<file path="config.mk">
export PLATFORM = sky130hd
export DESIGN_NAME = wb_arbiter_rr_flat
export DESIGN_NICKNAME = d
export VERILOG_FILES = /design/src/rtl/wb_arb_pkg.sv /design/src/rtl/wb_arbiter_rr_if.sv /design/src/rtl/wb_arbiter_rr_pick.sv /design/src/rtl/wb_arbiter_rr.sv /design/src/flat_wrapper.sv
export SDC_FILE = /design/constraint.sdc
export NUM_CORES = 1
export LEC_CHECK = 0
export CAP_MARGIN = 10
export CORE_MARGIN = 4
export CORE_UTILIZATION = 30
export CTS_CLUSTER_DIAMETER = 120
export DETAILED_ROUTE_END_ITERATION = 16
export PLACE_DENSITY = 0.61
export SYNTH_ARGS = -nofsm -noshare
export SYNTH_HDL_FRONTEND = slang
export SYNTH_SLANG_ARGS = --single-unit
</file>
<file path="constraint.sdc">
create_clock -name clk -period 5.7 [get_ports clk]
set_input_delay 0.57 -clock clk [delete_from_list [all_inputs] [get_ports clk]]
set_output_delay 0.57 -clock clk [all_outputs]
set_load 0.05 [all_outputs]
</file>
<file path="src/rtl/wb_arb_pkg.sv">
// wb_arb_pkg: shared types, limits and round-robin scan helper for the Wishbone arbiter
package wb_arb_pkg;
  localparam int ARB_MAX_MASTERS = 8;
  localparam int ARB_IDX_W = $clog2(ARB_MAX_MASTERS);
  typedef enum logic {IDLE, OWNED} arb_state_e;
  function automatic logic [ARB_IDX_W-1:0] rr_next(input logic [ARB_MAX_MASTERS-1:0] req,
                                                   input logic [ARB_IDX_W-1:0] last);
    logic [ARB_IDX_W-1:0] c;
    logic found;
    rr_next = last;
    found = 1'b0;
    for (int i = 1; i <= ARB_MAX_MASTERS; i++) begin
      c = last + ARB_IDX_W'(i);
      if (!found && req[c]) begin
        rr_next = c;
        found = 1'b1;
      end
    end
  endfunction
endpackage

</file>
<file path="src/rtl/wb_arbiter_rr_if.sv">
// wb_arb_if: request/response and grant signals between the masters and the arbiter
interface wb_arb_if #(parameter int NUMM = 3) ();
  localparam int IW = $clog2(NUMM);
  logic [NUMM-1:0] cyc_i;
  logic [NUMM-1:0] stb_i;
  logic            bus_ack_i;
  logic            bus_err_i;
  logic [NUMM-1:0] gnt_o;
  logic [IW-1:0]   gnt_idx_o;
  logic            busy_o;
  logic            to_err_o;
  modport slave (input cyc_i, stb_i, bus_ack_i, bus_err_i,
                 output gnt_o, gnt_idx_o, busy_o, to_err_o);
  modport master (output cyc_i, stb_i, bus_ack_i, bus_err_i,
                  input gnt_o, gnt_idx_o, busy_o, to_err_o);
endinterface

</file>
<file path="src/rtl/wb_arbiter_rr_pick.sv">
// wb_arb_rr_pick: combinational round-robin picker, previous owner at lowest priority
module wb_arb_rr_pick
  import wb_arb_pkg::*;
#(
  parameter int NUMM = 3,
  localparam int IW = $clog2(NUMM)
) (
  input  logic [NUMM-1:0] req,
  input  logic [IW-1:0]   last,
  output logic            valid,
  output logic [NUMM-1:0] sel,
  output logic [IW-1:0]   idx
);
  // Zero-padding req to the maximum width leaves the modulo-NUMM scan order unchanged
  assign valid = |req;
  assign idx = IW'(rr_next(ARB_MAX_MASTERS'(req), ARB_IDX_W'(last)));
  assign sel = valid ? NUMM'(1) << idx : '0;
endmodule

</file>
<file path="src/rtl/wb_arbiter_rr.sv">
// wb_arbiter_rr: round-robin Wishbone bus-ownership arbiter; WB_ARB_TIMEOUT_EN enables the stall watchdog
module wb_arbiter_rr
  import wb_arb_pkg::*;
#(
  parameter int NUMM = 3,
  parameter int TIMEOUT = 255
) (
  input logic     clk,
  input logic     rst_n,
  wb_arb_if.slave bus
);
  localparam int IW = $clog2(NUMM);
  arb_state_e state_q, state_d;
  logic [NUMM-1:0] gnt_q, gnt_d, pick_sel;
  logic [IW-1:0] idx_q, idx_d, last_q, last_d, pick_idx;
  logic pick_valid, arb;
  wb_arb_rr_pick #(.NUMM(NUMM)) u_pick (
    .req(bus.cyc_i), .last(last_q), .valid(pick_valid), .sel(pick_sel), .idx(pick_idx)
  );
  assign arb = state_q == IDLE || !bus.cyc_i[idx_q];
  // Re-arbitrate only when idle or the owner has released cyc; otherwise hold everything
  always_comb begin
    state_d = arb ? (pick_valid ? OWNED : IDLE) : state_q;
    gnt_d = arb ? pick_sel : gnt_q;
    idx_d = arb && pick_valid ? pick_idx : idx_q;
    last_d = arb && pick_valid ? pick_idx : last_q;
  end
  // Grant registers; last starts at NUMM-1 so master 0 wins the first contention
  always_ff @(posedge clk) begin
    if (!rst_n) begin
      state_q <= IDLE;
      gnt_q <= '0;
      idx_q <= '0;
      last_q <= IW'(NUMM - 1);
    end else begin
      state_q <= state_d;
      gnt_q <= gnt_d;
      idx_q <= idx_d;
      last_q <= last_d;
    end
  end
  assign bus.gnt_o = gnt_q;
  assign bus.gnt_idx_o = idx_q;
  assign bus.busy_o = |gnt_q;
`ifdef WB_ARB_TIMEOUT_EN
  localparam int CW = $clog2(TIMEOUT + 1);
  logic [CW-1:0] cnt_q, cnt_d;
  logic to_q, to_d, stall, hit;
  // Count owner cycles left unanswered; a response, idle stb or grant change restarts the count
  always_comb begin
    stall = state_q == OWNED && gnt_d == gnt_q && bus.stb_i[idx_q] && !bus.bus_ack_i && !bus.bus_err_i;
    hit = stall && cnt_q == CW'(TIMEOUT - 1);
    cnt_d = stall && !hit ? cnt_q + 1'b1 : '0;
    to_d = hit;
  end
  // Watchdog counter and one-cycle timeout pulse
  always_ff @(posedge clk) begin
    if (!rst_n) begin
      cnt_q <= '0;
      to_q <= 1'b0;
    end else begin
      cnt_q <= cnt_d;
      to_q <= to_d;
    end
  end
  assign bus.to_err_o = to_q;
`else
  logic unused_wd;
  assign unused_wd = &{1'b0, bus.stb_i, bus.bus_ack_i, bus.bus_err_i, 32'(TIMEOUT)};
  assign bus.to_err_o = 1'b0;
`endif
endmodule
</file>
<file path="src/flat_wrapper.sv">
// flat-port wrapper written by rule: the top's interface ports become plain ports
module wb_arbiter_rr_flat import wb_arb_pkg::*;
#(
  parameter int NUMM = 3,
  parameter int TIMEOUT = 255
)
  (clk, rst_n, bus_cyc_i, bus_stb_i, bus_bus_ack_i, bus_bus_err_i, bus_gnt_o, bus_gnt_idx_o, bus_busy_o, bus_to_err_o);
  wb_arb_if #(.NUMM(NUMM)) bus_i ();
  input logic clk;
  input logic rst_n;
  input wire logic [$bits(bus_i.cyc_i)-1:0] bus_cyc_i;
  input wire logic [$bits(bus_i.stb_i)-1:0] bus_stb_i;
  input wire logic [$bits(bus_i.bus_ack_i)-1:0] bus_bus_ack_i;
  input wire logic [$bits(bus_i.bus_err_i)-1:0] bus_bus_err_i;
  output wire logic [$bits(bus_i.gnt_o)-1:0] bus_gnt_o;
  output wire logic [$bits(bus_i.gnt_idx_o)-1:0] bus_gnt_idx_o;
  output wire logic [$bits(bus_i.busy_o)-1:0] bus_busy_o;
  output wire logic [$bits(bus_i.to_err_o)-1:0] bus_to_err_o;
  assign bus_i.cyc_i = bus_cyc_i;
  assign bus_i.stb_i = bus_stb_i;
  assign bus_i.bus_ack_i = bus_bus_ack_i;
  assign bus_i.bus_err_i = bus_bus_err_i;
  assign bus_gnt_o = bus_i.gnt_o;
  assign bus_gnt_idx_o = bus_i.gnt_idx_o;
  assign bus_busy_o = bus_i.busy_o;
  assign bus_to_err_o = bus_i.to_err_o;
  wb_arbiter_rr #(.NUMM(NUMM), .TIMEOUT(TIMEOUT)) u_core (.clk(clk), .rst_n(rst_n), .bus(bus_i));
endmodule
</file>
==> reports/metrics.yaml <==
status: "completed"
vias_per_cell: 5.40
hp-class: "reg -> reg"
power_per_cell_area_nw_per_um2: 602
drt_iter0_markers: 19
timing.final.max_slew_violations: 0
ys_async_sr_fraction_pct: 0
postSynthCellCount: 93
postSynthAreaPerCell_um2: 7.61
synth-seq-cells: 7
syn_nets: 105
max_slew_margin_pct: 49.5
cts-resized-gates: 0
yosys.area_share.simple_pct: 31.6
nets: 113
synth_top_family_by_area: "simple AND/OR/NAND/NOR gates"
rsz0062_at_grt: "no"
cp.depth: 8
p_leak_nw: 0.310
numCtsBuffers: 3
ff2ff_path_depth: 8
cp.arrival_ns: 3.15
gp_congestion: 0.809
cts_hold_buf: 0
worstSetupPathType: "reg -> reg"
drv_cap: 0
synth_largest_area_cell: "dfxtp_1"
drt_pass1_iterations: 4
die-area_um2: 3200
vdd_drop_max_mv: 0.329
max_clock_freq_ghz: 0.330
setup_viol: 0
cts_tree: "done"
synth-compound-area-share_pct: 24.9
cts_sinks: 7
slowest_delay_ns: 0.81
setup_tns_ns: 0
antenna_left: 0
worst_pin_slew_ns: 0.756
yosys.cell_types.count: 43
worstSetupStartpointType: "flip-flop"
synth.area.top_cells: "dfxtp_1, mux2i_1, nand2b_1, nor3_1, nand2_1"
r2r-start: "u_core.last_q[0]"
ys.flop_type: "dfxtp_1"
die_w_um: 56.6
die_h_um: 56.6
min_period_over_period_pct: 53.2
grt_pass1_vias: 629
cts.path.max_buffers: 2
grt_max_degree: 24
wl_per_cell_um: 12.8
path_buf_inv: 1
path_clk_slew_ns: 0.05
synth_xor_area_share_pct: 0
synth-edff-count: 0
insertion_delay_ns: 0.25
critPathCapture: "u_core.last_q[1]"
dp_cells: 124
rows: 17
vias: 691
finalClockSkew_ns: 0.00137
diodes: 0
ctsRootBufferMaster: "clkbuf_4"
ys_warn_count: 0
grt_usage_pct: 10.5
startpoint: "u_core.last_q[0]"
cp_slowest_cell: "dfxtp_1"
worstPathCellList: "inv_1, ha_1, mux2i_1, nor2_1, o311ai_1, a32oi_1, o22ai_1, o211ai_1"
port-buffer-count: 10
core_area_um2: 2230
cts_setup_buffers: 0
fillCellCount: 239
seq_area_frac_synth_pct: 19.8
syn_area_um2: 708
synthAdderAreaFrac_pct: 3.53
yosys.area.top_type_share_pct: 19.8
io_pins: 17
hold_depth: 2
grt_pass1_wl_mm: 2.75
cp_data_required_time_ns: 5.82
overflow: 0
synthMuxAreaShare_pct: 10.4
hold_violations: 0
dpl.hpwl_mm: 1.16
antenna_found_initial: 0
r2r_slack_ns: 2.67
crit_family: "compound AO/OA/AOI/OAI gates"
start_util_pct: 31.7
drc_errors: 0
wirelength_mm: 1.64
instances_no_fill: 128
htreeDepth: 1
cp-end-kind: "flip-flop"
worstPathMaxFanout: 23
area_growth_pct: 15.2
fin_crit_ns: 3.03
final_common_cell: "clkdlybuf4s50_1"
drive_gt1_share_pct: 9.00
r2r-end: "u_core.last_q[1]"
final_cell_mix: "clkdlybuf4s50_1, nand2_1, nor2_1, dfxtp_1"
==> where the power goes <==
part | internal, mW | switching [mW]
Combinational | 0.142 | 0.209
Clock | 0.0267 | 0.0180
Sequential | 0.0655 | 0.0312
==> cell usage after synthesis (3+ instances only) <==
| library cell | count |
|---|---|
| buf_4 | 3 |
| dfxtp_1 | 7 |
| mux2i_1 | 6 |
| nand2_1 | 7 |
| nand2b_1 | 5 |
| nand3_1 | 3 |
| nor2_1 | 7 |
| nor3_1 | 6 |
| o22ai_1 | 3 |
| o31ai_1 | 3 |
==> flip-flops by register name (all words and copies together) (netlist names) <==
register / cells
u_core.bus.gnt_o: 3
u_core.last_q: 2
u_core.bus.gnt_idx_o: 1
u_core.state_q: 1
==> cell families after synthesis <==
family | Yosys count
adders and majority gates | 2
muxes | 7
other | 1
and+or+nand+nor | 42
DFF | 7
AOI/OAI and AO/OA | 24
buffers and inverters | 10
==> metrics by stage <==
stage / util, % / hold WS (ns) / setup WS (ns) / total power, mW / cell area (um2)
6_report: 36.5 / 0.485 / 2.67 / 0.491 / 816
3_5_place_dp: 35.4 / 0.481 / 2.75 / 0.440 / 790
2_1_floorplan: - / 0.572 / 3.55 / 0.383 / 708
5_1_grt: 36.5 / 0.536 / 2.48 / 0.529 / 816
3_3_place_gp: 35.4 / 0.485 / 2.75 / 0.440 / 790
4_1_cts: 36.5 / 0.494 / 2.74 / 0.490 / 816
==> worst min path at each step <==
stage / start / endpoint / slack, ns
finish: u_core.bus.gnt_o[2] / u_core.bus.gnt_o[2] / 0.49
global placement: u_core.bus.gnt_o[2] / u_core.bus.gnt_o[2] / 0.48
detailed placement: u_core.bus.gnt_o[2] / u_core.bus.gnt_o[2] / 0.48
floorplan: u_core.last_q[1] / u_core.last_q[1] / 0.57
CTS: u_core.bus.gnt_o[2] / u_core.bus.gnt_o[2] / 0.49
global route: u_core.bus.gnt_o[2] / u_core.bus.gnt_o[2] / 0.54
==> area by class of cell <==
cell class | count | area (um2) | share of cell area (%)
flip-flops and latches | 7 | 140 | 17.2
inverters | 3 | 11.3 | 1.38
clock buffers | 4 | 26.3 | 3.22
multi-input cells | 76 | 503 | 61.7
well taps | 28 | 35.0 | 4.29
repair buffers | 10 | 100 | 12.3
==> worst register-to-register path, delay by kind of cell, from the launching register on <==
| kind | cells | cell delay, ns |
|---|---|---|
| fa+ha+maj | 1 | 0.57 |
| flops | 1 | 0.81 |
| buf+inv | 1 | 0.23 |
| simple gates | 1 | 0.09 |
| compound gates | 4 | 0.85 |
| mux | 1 | 0.37 |
==> routing by layer <==
metal,track usage [%],part of all wire (%),up-vias
li1,-,-,351
met5,0,0,-
met3,1.84,3.7,3
met1,15.1,54,323
met2,15.3,41,14
met4,4.07,1.6,0
No activity file was read; power rests on OpenSTA's default activity.
